### config.mk
export PLATFORM = sky130hd
export DESIGN_NAME = fb_write_arbiter_flat
export DESIGN_NICKNAME = d
export VERILOG_FILES = /design/src/rtl/fb_write_arbiter_if.sv /design/src/rtl/fb_write_arbiter.sv /design/src/flat_wrapper.sv
export SDC_FILE = /design/constraint.sdc
export NUM_CORES = 1
export LEC_CHECK = 0
export ABC_CLOCK_PERIOD_IN_PS = 3800
export BUFFER_PORTS_ARGS = -buffer_cell sky130_fd_sc_hd__buf_2
export CAP_MARGIN = 20
export CORE_UTILIZATION = 30
export DETAILED_ROUTE_END_ITERATION = 7
export PLACE_DENSITY = 0.61
export SLEW_MARGIN = 10
export SYNTH_ARGS = -nofsm -noshare
export SYNTH_HDL_FRONTEND = slang
export SYNTH_SLANG_ARGS = --single-unit
### constraint.sdc
create_clock -name clk -period 3.8 [get_ports clk]
set_input_delay 0.57 -clock clk [delete_from_list [all_inputs] [get_ports clk]]
set_output_delay 0.57 -clock clk [all_outputs]
set_load 0.1 [all_outputs]
### src/rtl/fb_write_arbiter_if.sv
// Pixel-buffer write arbiter bus bundle.
// Groups both requester handshakes, the clear-sequencer controls, the
// pixel-buffer write port and the drop counter.
//   slave  : arbiter side (fb_write_arbiter)
//   master : environment side (requesters, buffer, controller)
// Widths must match the parameters of the fb_write_arbiter instance.
interface fb_write_arbiter_if #(
   parameter int unsigned X_W     = 9,
   parameter int unsigned Y_W     = 8,
   parameter int unsigned COLOR_W = 24,
   parameter int unsigned ADDR_W  = 17
) ();
   // requester A (Nios Avalon pixel port)
   logic               a_valid;
   logic               a_ready;
   logic [X_W-1:0]     a_x;
   logic [Y_W-1:0]     a_y;
   logic [COLOR_W-1:0] a_color;
   // requester B (line-drawing engine)
   logic               b_valid;
   logic               b_ready;
   logic [X_W-1:0]     b_x;
   logic [Y_W-1:0]     b_y;
   logic [COLOR_W-1:0] b_color;
   // frame clear control
   logic               clear_start;
   logic [COLOR_W-1:0] clear_color;
   logic               clear_busy;
   logic               clear_done;
   // pixel-buffer write port
   logic               fb_we;
   logic [ADDR_W-1:0]  fb_addr;
   logic [COLOR_W-1:0] fb_wdata;
   logic               fb_waitrequest;
   // status
   logic [15:0]        drop_count;

   modport slave (
      input  a_valid, a_x, a_y, a_color,
      input  b_valid, b_x, b_y, b_color,
      input  clear_start, clear_color,
      input  fb_waitrequest,
      output a_ready, b_ready,
      output clear_busy, clear_done,
      output fb_we, fb_addr, fb_wdata,
      output drop_count
   );

   modport master (
      output a_valid, a_x, a_y, a_color,
      output b_valid, b_x, b_y, b_color,
      output clear_start, clear_color,
      output fb_waitrequest,
      input  a_ready, b_ready,
      input  clear_busy, clear_done,
      input  fb_we, fb_addr, fb_wdata,
      input  drop_count
   );
endinterface

### src/rtl/fb_write_arbiter.sv
// Round-robin arbiter sharing the pixel-buffer write port between requester
// A (Nios pixel port) and requester B (line engine). Accepted pixels are
// range-checked, converted to y*H_RES+x and registered onto the write port.
// A clear sequencer fills the whole frame with one colour on command,
// locking out both requesters while it runs.
// Ports:
//   clk     : system clock
//   reset_n : asynchronous active-low reset
//   bus     : fb_write_arbiter_if slave modport (requesters, clear control,
//             buffer write port, drop counter)
module fb_write_arbiter #(
   parameter int unsigned H_RES   = 320,
   parameter int unsigned V_RES   = 240,
   parameter int unsigned X_W     = 9,
   parameter int unsigned Y_W     = 8,
   parameter int unsigned COLOR_W = 24,
   parameter int unsigned ADDR_W  = 17
) (
   input  logic              clk,
   input  logic              reset_n,
   fb_write_arbiter_if.slave bus
);

   typedef enum logic [1:0] {
      ST_IDLE,
      ST_CLEAR,
      ST_CLEAR_DRAIN
   } state_e;

   localparam logic [ADDR_W-1:0] LAST_ADDR = ADDR_W'(H_RES * V_RES - 1);

   state_e             state_q;
   logic               prefer_b_q;
   logic [ADDR_W-1:0]  clr_addr_q;
   logic [COLOR_W-1:0] clr_color_q;
   logic               fb_we_q;
   logic [ADDR_W-1:0]  fb_addr_q;
   logic [COLOR_W-1:0] fb_wdata_q;
   logic               busy_q;
   logic               done_q;
   logic [15:0]        drop_q;

   logic               out_free;
   logic               arb_en;
   logic               grant_a;
   logic               grant_b;
   logic [X_W-1:0]     sel_x;
   logic [Y_W-1:0]     sel_y;
   logic [COLOR_W-1:0] sel_color;
   logic               in_range;
   logic [ADDR_W-1:0]  pix_addr_d;

   // Output register can take a new write when empty or when its current
   // write is being accepted this cycle.
   assign out_free = !fb_we_q || !bus.fb_waitrequest;

   // Arbitration only in IDLE with a free output register; clear_start
   // takes precedence. Gated by reset_n so ready stays 0 during reset.
   assign arb_en = reset_n && (state_q == ST_IDLE) && !bus.clear_start && out_free;

   always_comb begin
      grant_a   = 1'b0;
      grant_b   = 1'b0;
      sel_x     = '0;
      sel_y     = '0;
      sel_color = '0;
      if (arb_en) begin
         grant_a = bus.a_valid && (!bus.b_valid || !prefer_b_q);
         grant_b = bus.b_valid && (!bus.a_valid ||  prefer_b_q);
      end
      if (grant_b) begin
         sel_x     = bus.b_x;
         sel_y     = bus.b_y;
         sel_color = bus.b_color;
      end else begin
         sel_x     = bus.a_x;
         sel_y     = bus.a_y;
         sel_color = bus.a_color;
      end
   end

   assign in_range   = (32'(sel_x) < H_RES) && (32'(sel_y) < V_RES);
   // Linear address formed at 32 bits, then truncated to the port width.
   assign pix_addr_d = ADDR_W'(32'(sel_y) * H_RES + 32'(sel_x));

   always_ff @(posedge clk or negedge reset_n) begin
      if (!reset_n) begin
         state_q     <= ST_IDLE;
         prefer_b_q  <= 1'b0;
         clr_addr_q  <= '0;
         clr_color_q <= '0;
         fb_we_q     <= 1'b0;
         fb_addr_q   <= '0;
         fb_wdata_q  <= '0;
         busy_q      <= 1'b0;
         done_q      <= 1'b0;
         drop_q      <= '0;
      end else begin
         done_q <= 1'b0;
         unique case (state_q)
            ST_IDLE: begin
               if (bus.clear_start) begin
                  // A stalled pending write stays in the register; CLEAR
                  // only loads once the register is free.
                  clr_color_q <= bus.clear_color;
                  clr_addr_q  <= '0;
                  busy_q      <= 1'b1;
                  state_q     <= ST_CLEAR;
                  if (out_free) begin
                     fb_we_q <= 1'b0;
                  end
               end else if (out_free) begin
                  fb_we_q <= 1'b0;
                  if (grant_a || grant_b) begin
                     // Pointer advances on every grant, dropped or not.
                     prefer_b_q <= grant_a;
                     if (in_range) begin
                        fb_we_q    <= 1'b1;
                        fb_addr_q  <= pix_addr_d;
                        fb_wdata_q <= sel_color;
                     end else if (drop_q != '1) begin
                        drop_q <= drop_q + 16'd1;
                     end
                  end
               end
            end
            ST_CLEAR: begin
               if (out_free) begin
                  fb_we_q    <= 1'b1;
                  fb_addr_q  <= clr_addr_q;
                  fb_wdata_q <= clr_color_q;
                  if (clr_addr_q == LAST_ADDR) begin
                     state_q <= ST_CLEAR_DRAIN;
                  end else begin
                     clr_addr_q <= clr_addr_q + 1'b1;
                  end
               end
            end
            ST_CLEAR_DRAIN: begin
               if (out_free) begin
                  fb_we_q <= 1'b0;
                  busy_q  <= 1'b0;
                  done_q  <= 1'b1;
                  state_q <= ST_IDLE;
               end
            end
            default: state_q <= ST_IDLE;
         endcase
      end
   end

   assign bus.a_ready    = grant_a;
   assign bus.b_ready    = grant_b;
   assign bus.fb_we      = fb_we_q;
   assign bus.fb_addr    = fb_addr_q;
   assign bus.fb_wdata   = fb_wdata_q;
   assign bus.clear_busy = busy_q;
   assign bus.clear_done = done_q;
   assign bus.drop_count = drop_q;

endmodule

### src/flat_wrapper.sv
// flat-port wrapper written by rule: the top's interface ports become plain ports
module fb_write_arbiter_flat 
#(
   parameter int unsigned H_RES   = 320,
   parameter int unsigned V_RES   = 240,
   parameter int unsigned X_W     = 9,
   parameter int unsigned Y_W     = 8,
   parameter int unsigned COLOR_W = 24,
   parameter int unsigned ADDR_W  = 17
)
  (clk, reset_n, bus_a_valid, bus_a_x, bus_a_y, bus_a_color, bus_b_valid, bus_b_x, bus_b_y, bus_b_color, bus_clear_start, bus_clear_color, bus_fb_waitrequest, bus_a_ready, bus_b_ready, bus_clear_busy, bus_clear_done, bus_fb_we, bus_fb_addr, bus_fb_wdata, bus_drop_count);
  fb_write_arbiter_if #(.X_W(X_W), .Y_W(Y_W), .COLOR_W(COLOR_W), .ADDR_W(ADDR_W)) bus_i ();
  input  logic clk;
  input  logic reset_n;
  input wire logic [$bits(bus_i.a_valid)-1:0] bus_a_valid;
  input wire logic [$bits(bus_i.a_x)-1:0] bus_a_x;
  input wire logic [$bits(bus_i.a_y)-1:0] bus_a_y;
  input wire logic [$bits(bus_i.a_color)-1:0] bus_a_color;
  input wire logic [$bits(bus_i.b_valid)-1:0] bus_b_valid;
  input wire logic [$bits(bus_i.b_x)-1:0] bus_b_x;
  input wire logic [$bits(bus_i.b_y)-1:0] bus_b_y;
  input wire logic [$bits(bus_i.b_color)-1:0] bus_b_color;
  input wire logic [$bits(bus_i.clear_start)-1:0] bus_clear_start;
  input wire logic [$bits(bus_i.clear_color)-1:0] bus_clear_color;
  input wire logic [$bits(bus_i.fb_waitrequest)-1:0] bus_fb_waitrequest;
  output wire logic [$bits(bus_i.a_ready)-1:0] bus_a_ready;
  output wire logic [$bits(bus_i.b_ready)-1:0] bus_b_ready;
  output wire logic [$bits(bus_i.clear_busy)-1:0] bus_clear_busy;
  output wire logic [$bits(bus_i.clear_done)-1:0] bus_clear_done;
  output wire logic [$bits(bus_i.fb_we)-1:0] bus_fb_we;
  output wire logic [$bits(bus_i.fb_addr)-1:0] bus_fb_addr;
  output wire logic [$bits(bus_i.fb_wdata)-1:0] bus_fb_wdata;
  output wire logic [$bits(bus_i.drop_count)-1:0] bus_drop_count;
  assign bus_i.a_valid = bus_a_valid;
  assign bus_i.a_x = bus_a_x;
  assign bus_i.a_y = bus_a_y;
  assign bus_i.a_color = bus_a_color;
  assign bus_i.b_valid = bus_b_valid;
  assign bus_i.b_x = bus_b_x;
  assign bus_i.b_y = bus_b_y;
  assign bus_i.b_color = bus_b_color;
  assign bus_i.clear_start = bus_clear_start;
  assign bus_i.clear_color = bus_clear_color;
  assign bus_i.fb_waitrequest = bus_fb_waitrequest;
  assign bus_a_ready = bus_i.a_ready;
  assign bus_b_ready = bus_i.b_ready;
  assign bus_clear_busy = bus_i.clear_busy;
  assign bus_clear_done = bus_i.clear_done;
  assign bus_fb_we = bus_i.fb_we;
  assign bus_fb_addr = bus_i.fb_addr;
  assign bus_fb_wdata = bus_i.fb_wdata;
  assign bus_drop_count = bus_i.drop_count;
  fb_write_arbiter #(.H_RES(H_RES), .V_RES(V_RES), .X_W(X_W), .Y_W(Y_W), .COLOR_W(COLOR_W), .ADDR_W(ADDR_W)) u_core (.clk(clk), .reset_n(reset_n), .bus(bus_i));
endmodule
==> impl_results.md, run 1 <==
* Status: completed
* Fin cells at roughly 1100
* Synthesized instance count at 600
* Total Routing Usage GR at 15.28%
* Layout cells sized above 1 at 36.84%
* Fin crit share at a little over nine tenths
* Hold Buf Count CTS at 0
* Skew-Pair Late Insertion Delay at around 0.35 ns
* Antenna-violating nets left at 0
* First-pass GRT wire length at roughly 24 mm
* Post-synth top area share at 44.27%
* Fin. Hold Viols at 0
* Vias in the first global route at between 4000 and 5000
* Placed instance count at 1031
* CTS Buffer Depth at 2
* CTS tree: yes
* Fin crit period at between 3 and 4 ns
* Max Clk Rate at 268.6 MHz
* Ys async rst share at 100.0%
* PortBufs at 173
* Initial core utilization at a little under a third
* Reg clk slew, reported paths at 0.07 ns
* Worst Tran Pin Value at 0.7847 ns
* Synthesized area per cell at between 9 and 10 um^2
* Largest net degree at the start of global routing at 76
* Ranking of synthesized cells by area: dfrtp_1 44%, mux2_2 7.9%, mux2i_1 6.1%
* Most used DFF post-synth: dfrtp_1
* Final slew viol count at 0
* RR Startpoint: u_core.state_q[0]
* Via Count at a little over 5000
* Reg-to-Reg End: u_core.bus.fb_addr[14]
* Synth Register Bits at around 100
* Final setup fails at 0
* Clock tree sinks at about 100
* Initial antenna violation count at 0
* Ports at ~170
* Post-synthesis cell area at 5878 um^2
* Chip Width at about 140 um
* Required @ worst endpoint at 4.04 ns
* DPL Wire Length at around 11 mm
* Biggest area consumer among synthesized cells: dfrtp_1
* Startpoint types: register
* Root buffer cell: clkbuf_16
* CTS HTree Levels at 3
* Fin nets at 927
* Netlist cell types at 51
* Number of synthesized flops with an enable pin at 0
* N_diodes at 0
* Residual DRC at 0
* Maximum vdd drop at 682.6 uV
* Cells on worst reg2reg path at 16
* Routed WL per cell at 14.45 um
* Drt total wl at 15.29 mm
* Design Power at 0.006194 W
* Maximum fanout along the worst path at 5
* Final GP Congestion at about 0.82
* Row count at 50
* Max Cap Viol at 0
* Pre-antenna DRT Iters at 4
* 1st-iter DRT viols at 176
* Chip Height at roughly 140 um
* Post-synthesis sequential area ratio at 44.27%
* CP endpoint kind: register
* Worst min path class: primary input to asynchronous set/reset pin
* R2R Setup Slk at 0.08 ns
* Yosys warns at 0
* Final Skew at 0.006616 ns
* P per Cell Area at 800.5 nW/um^2
* Arr. time, crit path at 3.96 ns
* Area growth from synthesis to layout at 31.63%
* Die area at 20160 um^2
* Syn_nets at roughly 730
* Total gr overflow at 0
* Worst rel slew slack at 47.69%
* Via density at 4.752
* Core ar. at 18960 um^2
* Crit path kind: register to register
* CTS Buf Count at 9
* Leak pwr at 3.576 nW
## cell families after synthesis
kind of cell	share of synthesized area (%)
buffers and inverters	3.469
DFF	44.27
AOI/OAI and AO/OA	12.54
and+or+nand+nor	15.13
muxes	13.98
xor gates and xnor gates	5.662
adders and majority gates	4.938
## report_power, final
group / total, W / leakage (nW) / switching (W) / internal, W
clock network: 0.000960 / 0.153 / 0.000411 / 0.000549
registers: 0.00171 / 1.32 / 0.000220 / 0.00149
logic: 0.00353 / 2.11 / 0.00261 / 0.000915
## per-layer routing
layer  GRT usage, %  routed length [um]
met5              0                   0
met4          4.075                 208
met3          3.668                 688
met2          25.43                7443
met1          19.82                6945
## repair_timing
action                                  CTS  global route
pin swaps                                 2             7
gates cloned                              0             1
resized for setup                         0            13
buffers inserted                          0            10
endpoints found under the setup margin    4             5
## synth_stat cells (2+ instances only)
| cell type | number |
|---|---|
| buf_6 | 2 |
| nor2_1 | 55 |
| o21ai_0 | 51 |
| nor4_1 | 6 |
| o22ai_1 | 2 |
| mux2_2 | 41 |
| a211oi_1 | 4 |
| buf_2 | 7 |
| dfrtp_1 | 104 |
| and2_1 | 5 |
| nand2_1 | 66 |
| clkbuf_1 | 15 |
| xor2_1 | 14 |
| and3_1 | 4 |
| nand4_1 | 7 |
| o31ai_1 | 3 |
| nand3_1 | 15 |
| nand3b_1 | 2 |
| o31ai_2 | 2 |
| fa_1 | 2 |
| a221oi_1 | 2 |
| nor3_1 | 13 |
| mux2i_1 | 36 |
| a211o_1 | 2 |
| nor4b_1 | 3 |
| nand4b_1 | 2 |
| and4_1 | 3 |
| o21bai_1 | 3 |
| ha_1 | 20 |
| nor2b_1 | 3 |
| a21oi_1 | 46 |
| buf_4 | 5 |
| inv_1 | 14 |
| xnor2_1 | 24 |
## cell usage in the layout, fill, tap and decap left out, drive strengths merged, types with 7 or more instances in the layout
cell type  count
nor3          13
ha            20
nor4           7
nand3         15
inv           14
nand4          7
buf          210
xor2          14
mux2i         36
clkbuf        13
nand2         66
xnor2         24
nor2          55
a21oi         47
dfrtp        104
mux2          41
o21ai         51
## through the flow
step / utilization [%] / worst slack (ns) / area [um^2] / hold WS [ns] / TNS [ns]
floorplan: - / -0.02914 / 5983 / 0.2744 / -0.05124
global placement: 38.25 / -0.04738 / 7251 / 0.4569 / -0.09262
detailed placement: 38.25 / -0.1568 / 7251 / 0.4644 / -0.4387
CTS: 39.88 / 0.007597 / 7560 / 0.3704 / 0
global route: 40.82 / -0.07163 / 7737 / 0.3916 / -0.1388
finish: 40.82 / 0.07696 / 7737 / 0.3459 / 0
## critical path: stages (launching register included)
cell      delay, ns
dfrtp_1        0.42
inv_2          0.11
ha_4           0.16
nand2b_4       0.06
nor4_4         0.26
buf_6          0.17
buf_12         0.12
mux2_4         0.32
ha_4           0.25
ha_4           0.16
fa_2           0.36
a211oi_2       0.29
o21bai_4       0.19
xor2_2         0.10
o41ai_2        0.32
nand3_1        0.11
a22o_1         0.21
## registers in the layout, indices dropped and copies added (netlist names)
register               cells
u_core.bus.clear_busy      1
u_core.bus.clear_done      1
u_core.bus.drop_count     16
u_core.bus.fb_addr        17
u_core.bus.fb_wdata       24
u_core.bus.fb_we           1
u_core.clr_addr_q         17
u_core.clr_color_q        24
u_core.prefer_b_q          1
u_core.state_q             2
## how the worst max path moves through the flow
stage	from	end	depth (start not counted)
6_report	u_core.state_q[0]	u_core.bus.fb_addr[14]	16
5_1_grt	u_core.state_q[0]	u_core.bus.fb_addr[14]	16
4_1_cts	u_core.state_q[0]	u_core.bus.fb_addr[14]	14
3_5_place_dp	bus_clear_start	u_core.bus.fb_addr[14]	13
3_3_place_gp	bus_clear_start	u_core.bus.fb_addr[15]	13
2_1_floorplan	u_core.bus.fb_we	u_core.bus.fb_addr[15]	14
## area by class of cell
class | instances | area (um^2)
Clock buffer | 12 | 256.5
Clock inverter | 4 | 52.55
Fill cell | 1894 | 11220
Inverter | 14 | 52.55
Multi-Input combinational cell | 453 | 3242
Sequential cell | 104 | 2606
Tap cell | 260 | 325.3
Timing Repair Buffer | 211 | 1202
Note: power is estimated with default switching activity, not from simulation.
==> run 2, diff against run 1 <==
CTS_BUF_LIST = sky130_fd_sc_hd__clkbuf_4 sky130_fd_sc_hd__clkbuf_8 sky130_fd_sc_hd__clkbuf_16   (was default)
==> run 2 against run 1 <==
Non-clock buffer count fell by 1. Core utilization shrank 0.059 points. Routed wire length shrank 0.20%. Global-route usage barely moved. Design area down 0.15%. Combinational power about the same. Cell count about the same. Sequential cell count did not move. Clock skew up 0.00087 ns. Sequential share of layout area is essentially flat. Via count is 0.54% lower. Critical endpoint unchanged.
==> impl_results.md, run 2 (synthesis gave the netlist of run 1 again) <==
* Chip Height at 142.0 um (unchanged)
* Initial antenna violation count at 0 (unchanged)
* Ports at 174 (unchanged)
* Root buffer cell: clkbuf_16
* Final Skew at 0.007483 ns (+0.0008665 ns)
* Largest net degree at the start of global routing at 76 (unchanged)
* Clock tree sinks at 104 (unchanged)
* Reg clk slew, reported paths at 0.07 ns (about the same)
* Area growth from synthesis to layout at 31.44%
* RSZ-0062 raised after global routing: true
* Pre-antenna DRT Iters at 4 (unchanged)
* R2R Setup Slk at 0.04 ns (-0.03 ns)
* Worst min path class: primary input to asynchronous set/reset pin
* Maximum vdd drop at 681.4 uV (-0.17%)
* Total Routing Usage GR at 15.27% (about the same)
* Arr. time, crit path at 3.99 ns (+0.03 ns)
* Layout cells sized above 1 at 36.76% (-0.079 points)
* Final setup fails at 0 (unchanged)
* Final slew viol count at 0 (unchanged)
* Leak pwr at 3.573 nW (about the same)
* Residual DRC at 0 (unchanged)
* Core Util, Final at 40.76% (-0.059 points)
* Chip Width at 142.0 um (unchanged)
* Core ar. at 18960 um^2 (unchanged)
* Startpoint types: register
* Commonest non-fill, non-tap cell in the layout: buf_2
* CTS Buf Count at 9 (unchanged)
* Routed WL per cell at 14.43 um (-0.10%)
* CP max stage cell: dfrtp_1
* Maximum fanout along the worst path at 5 (unchanged)
* Area post-placement at 7251 um^2 (unchanged)
* Hold Buf Count CTS at 0 (unchanged)
* Fin. Hold Viols at 0 (unchanged)
* Max Cap Viol at 0 (unchanged)
* WHS at 0.3457 ns (-0.0002680 ns)
* P per Cell Area at 801.2 nW/um^2 (about the same)
* Reg-to-Reg End: u_core.bus.fb_addr[14]
* Via density at 4.731 (-0.44%)
* Placed instance count at 1031 (unchanged)
* Initial core utilization at 31.01% (unchanged)
* Layout fillers at 1896 (+0.11%)
* Most frequent cells in the layout: 171 x buf_2, 103 x dfrtp_1, 66 x nand2_1
* Status: completed
* Cells on worst reg2reg path at 16 (unchanged)
* Drt total wl at 15.26 mm (-0.20%)
* Antenna-violating nets left at 0 (unchanged)
* Fin crit share at 98.86% (+0.88 points)
* Worst Path Buf+Inv at 3 (unchanged)
* Worst path cell trace: inv_2, ha_4, nand2b_4, nor4_4, buf_6, buf_12, mux2_4, ha_4, ha_4, fa_2, a211oi_2, o21bai_4, xor2_1, o41ai_2, nand3_1, a22o_1
* N_diodes at 0 (unchanged)
* Fin cells at 1057 (-0.095%)
* CTS HTree Levels at 3 (unchanged)
* Worst rel slew slack at 47.65% (about the same)
* PortBufs at 173 (unchanged)
* CP top delay family: compound AO/OA/AOI/OAI gates
* Fin crit period at 3.756 ns (+0.03346 ns)
* Worst Tran Pin Value at 0.7852 ns (+0.0004834 ns)
* CP endpoint kind: register
* Vias in the first global route at 4878 (+0.10%)
* Required @ worst endpoint at 4.04 ns (about the same)
* Total gr overflow at 0 (unchanged)
* RR Startpoint: u_core.state_q[0]
* CTS Buffer Depth at 2 (unchanged)
* Final Cell Area at 7726 um^2 (-0.15%)
* First-pass GRT wire length at 24.20 mm (about the same)
* Skew-Pair Late Insertion Delay at 0.35 ns (about the same)
* Die area at 20160 um^2 (unchanged)
* Most Frequent Cell on Critical Path: ha_4
* Row count at 50 (unchanged)
* DPL Wire Length at 11.03 mm (unchanged)
* Max stage delay on crit path at 0.42 ns (about the same)
* CTS tree: yes
* Via Count at 5001 (-0.54%)
* Fin nets at 926 (-0.11%)
* Crit path kind: register to register
* 1st-iter DRT viols at 213 (+21%)
* Final GP Congestion at 0.8222 (unchanged)
* Max Clk Rate at 266.2 MHz (-0.89%)
[run 2: cell type report]
| class | instances | area (um^2) | area share, % |
|---|---|---|---|
| multi-input combinational | 453 | 3234 | 41.86 |
| inverter | 14 | 52.55 | 0.6802 |
| sequential | 104 | 2606 | 33.73 |
| tap | 260 | 325.3 | 4.211 |
| timing repair buffer | 210 | 1195 | 15.47 |
| clock buffer | 12 | 260.3 | 3.368 |
| clock inverter | 4 | 52.55 | 0.6802 |
[run 2: worst reg2reg max path, cell delays in order (launching register included)]
cell	delay [ns]
dfrtp_1	0.42
inv_2	0.11
ha_4	0.17
nand2b_4	0.07
nor4_4	0.27
buf_6	0.17
buf_12	0.12
mux2_4	0.32
ha_4	0.25
ha_4	0.16
fa_2	0.36
a211oi_2	0.30
o21bai_4	0.18
xor2_1	0.11
o41ai_2	0.33
nand3_1	0.11
a22o_1	0.21
[run 2: stage by stage]
stage	setup TNS (ns)	worst slack [ns]	power (W)
2_1_floorplan	-0.05124	-0.02914	0.004482
3_3_place_gp	-0.09262	-0.04738	0.005160
3_5_place_dp	-0.4387	-0.1568	0.005199
4_1_cts	0	0.007552	0.006189
6_report	0	0.04350	0.006190
5_1_grt	-0.2415	-0.07977	0.006589
[run 2: what timing repair did]
action	4_1_cts	5_1_grt
setup endpoints to repair	4	5
gates resized for setup	0	12
pin swaps	2	7
cloned	0	1
setup buffers	0	9
[run 2: report_power, final]
| part | switching [W] | total, W | internal [W] | leakage (nW) |
|---|---|---|---|---|
| registers | 0.000221 | 0.00171 | 0.00149 | 1.32 |
| clock network | 0.000411 | 0.000967 | 0.000556 | 0.156 |
| logic | 0.00261 | 0.00351 | 0.000907 | 2.10 |
| total | 0.00324 | 0.00619 | 0.00295 | 3.57 |
[run 2: worst max-delay path by stage]
stage | from | end | slack [ns] | cells past startpoint
floorplan | u_core.bus.fb_we | u_core.bus.fb_addr[15] | -0.03 | 14
detailed placement | bus_clear_start | u_core.bus.fb_addr[14] | -0.16 | 13
global placement | bus_clear_start | u_core.bus.fb_addr[15] | -0.05 | 13
CTS | u_core.state_q[0] | u_core.bus.fb_addr[14] | 0.008 | 14
global route | u_core.state_q[0] | u_core.bus.fb_addr[14] | -0.08 | 16
finish | u_core.state_q[0] | u_core.bus.fb_addr[14] | 0.04 | 16
[run 2: layer usage]
layer  routed length (um)  GRT usage [%]  vias up
met5                    0              0        -
met4                  215          4.075        0
met2                 7395          25.46      110
met1                 6965          19.77     2364
met3                  678          3.668       16
li1                     -              -     2511
==> run 3, diff against run 2 <==
CTS_BUF_LIST = default   (was sky130_fd_sc_hd__clkbuf_4 sky130_fd_sc_hd__clkbuf_8 sky130_fd_sc_hd__clkbuf_16)
RECOVER_POWER = 25   (was default)
==> run 3 against run 2 <==
Worst hold slack improved by 0.10 ns. Clock skew barely moved. Critical endpoint unchanged. Power barely moved. Core utilization barely moved. Setup slack improved by 0.035 ns. Routed wire length rose by 0.31%. Fmax rose by 0.94%. Combinational power barely moved. Non-clock buffer count rose by 1. Largest cell class unchanged. Clock-buffer cell count did not move.
==> impl_results.md, run 3 (synthesis gave the netlist of run 1 again) <==
* CP endpoint kind: register
* Maximum fanout along the worst path at 5 (unchanged)
* Final GP Congestion at 0.8222 (unchanged)
* Worst Tran Pin Value at 0.7828 ns (-0.002334 ns)
* Area growth from synthesis to layout at 31.57% (about the same)
* Area post-placement at 7251 um^2 (unchanged)
* DPL Wire Length at 11.03 mm (unchanged)
* Chip Height at 142.0 um (unchanged)
* Antenna-violating nets left at 0 (unchanged)
* Fin crit share at 97.94% (-0.92 points)
* Worst setup startpoint: u_core.state_q[0]
* Commonest non-fill, non-tap cell in the layout: buf_2
* First-pass GRT wire length at 24.21 mm (about the same)
* CTS Buffer Depth at 2 (unchanged)
* Total Routing Usage GR at 15.28% (about the same)
* Largest net degree at the start of global routing at 76 (unchanged)
* Most frequent cells in the layout: 171 x buf_2, 103 x dfrtp_1, 66 x nand2_1
* Startpoint types: register
* Via Count at 5032 (+0.62%)
* Fin. Hold Viols at 0 (unchanged)
* CTS Buf Count at 9 (unchanged)
* Initial antenna violation count at 0 (unchanged)
* Hold depth at 2
* Worst min path class: primary input to register
* Core ar. at 18960 um^2 (unchanged)
* Cells on worst reg2reg path at 16 (unchanged)
* Die area at 20160 um^2 (unchanged)
* N_diodes at 0 (unchanged)
* Final slew viol count at 0 (unchanged)
* Required @ worst endpoint at 4.04 ns (about the same)
* Max Cap Viol at 0 (unchanged)
* Skew-Pair Late Insertion Delay at 0.35 ns (about the same)
* Via density at 4.756 (+0.52%)
* Fin nets at 927 (+0.11%)
* 1st-iter DRT viols at 179 (-16%)
* Layout cells sized above 1 at 36.72% (-0.046 points)
* RR Startpoint: u_core.state_q[0]
* Clock tree sinks at 104 (unchanged)
* Core Util, Final at 40.80% (about the same)
* Fin crit period at 3.722 ns (-0.03483 ns)
* Final Cell Area at 7734 um^2 (about the same)
* Hold path start: bus_clear_color[14]
* CTS HTree Levels at 3 (unchanged)
* Placed instance count at 1031 (unchanged)
* Ports at 174 (unchanged)
* Initial core utilization at 31.01% (unchanged)
* Drt total wl at 15.30 mm (+0.31%)
* Residual DRC at 0 (unchanged)
* Final Skew at 0.007345 ns (-0.0001382 ns)
* Crit path kind: register to register
* Max Clk Rate at 268.7 MHz (+0.94%)
* Worst rel slew slack at 47.81% (+0.16 points)
* Pre-antenna DRT Iters at 4 (unchanged)
* Chip Width at 142.0 um (unchanged)
* Total gr overflow at 0 (unchanged)
* CTS tree: yes
* P per Cell Area at 801.0 nW/um^2 (about the same)
* Setup TNS at 0 ns (unchanged)
* Routed WL per cell at 14.46 um (+0.21%)
* Root buffer cell: clkbuf_16
* Design Power at 0.006195 W (about the same)
* Reg clk slew, reported paths at 0.07 ns (about the same)
* Maximum vdd drop at 682.6 uV (+0.17%)
* PortBufs at 173 (unchanged)
* Leak pwr at 3.572 nW (about the same)
* Final setup fails at 0 (unchanged)
* Status: completed
* Row count at 50 (unchanged)
* Fin cells at 1058 (+0.095%)
* Vias in the first global route at 4873 (-0.10%)
* Arr. time, crit path at 3.96 ns (-0.03 ns)
-- run 3: final timing paths --
check | slack (ns) | end
worst max register to register | 0.08 | u_core.bus.fb_addr[14]
min in group asynchronous | 0.48 | u_core.bus.fb_wdata[14]
max in group asynchronous | 2.02 | u_core.bus.fb_we
worst min-delay path | 0.45 | u_core.clr_color_q[14]
worst max-delay path | 0.08 | u_core.bus.fb_addr[14]
worst min register to register | 0.47 | u_core.bus.fb_addr[1]
-- run 3: critical path: stages, from the launching register on --
cell,delay (ns)
dfrtp_1,0.42
inv_2,0.11
ha_4,0.16
nand2b_4,0.06
nor4_4,0.26
buf_6,0.17
buf_12,0.12
mux2_4,0.32
ha_4,0.25
ha_4,0.16
fa_2,0.36
a211oi_2,0.29
o21bai_4,0.19
xor2_2,0.10
o41ai_2,0.32
nand3_1,0.11
a22o_1,0.21
-- run 3: repair_timing --
item | in CTS | in global routing
buffers inserted | 0 | 10
gates cloned | 0 | 1
hold buffers | 0 | 0
resized for setup | 0 | 13
pin swaps | 2 | 7
endpoints found under the setup margin | 4 | 5
-- run 3: where the power goes --
part	leakage [nW]	internal, W	switching (W)
Clock	0.153	0.000549	0.000412
Combinational	2.10	0.000914	0.00261
Sequential	1.32	0.00149	0.000221
Total	3.57	0.00295	0.00324
-- run 3: area by class of cell --
class	count	area (um^2)
fillers	1895	11220
multi-input cells	453	3242
flip-flops and latches	104	2606
repair buffers	211	1199
well taps	260	325.3
clock buffers	12	256.5
clock inverters	4	52.55
inverters	14	52.55
-- run 3: metrics by stage --
stage / hold WS, ns / setup WS (ns)
2_1_floorplan: 0.2744 / -0.02914
3_3_place_gp: 0.4569 / -0.04738
3_5_place_dp: 0.4644 / -0.1568
4_1_cts: 0.3704 / 0.007597
5_1_grt: 0.4395 / -0.07163
6_report: 0.4454 / 0.07833
-- run 3: per-layer routing --
layer  global-route usage, %  routed length [um]  part of all wire [%]  vias up
met1                   19.82                6935                    45     2384
met2                   25.43                7434                    49      120
met4                   4.075                 212                   1.4        0
met5                       0                   0                     0        -
met3                   3.668                 719                   4.7       16
li1                        -                   -                     -     2512
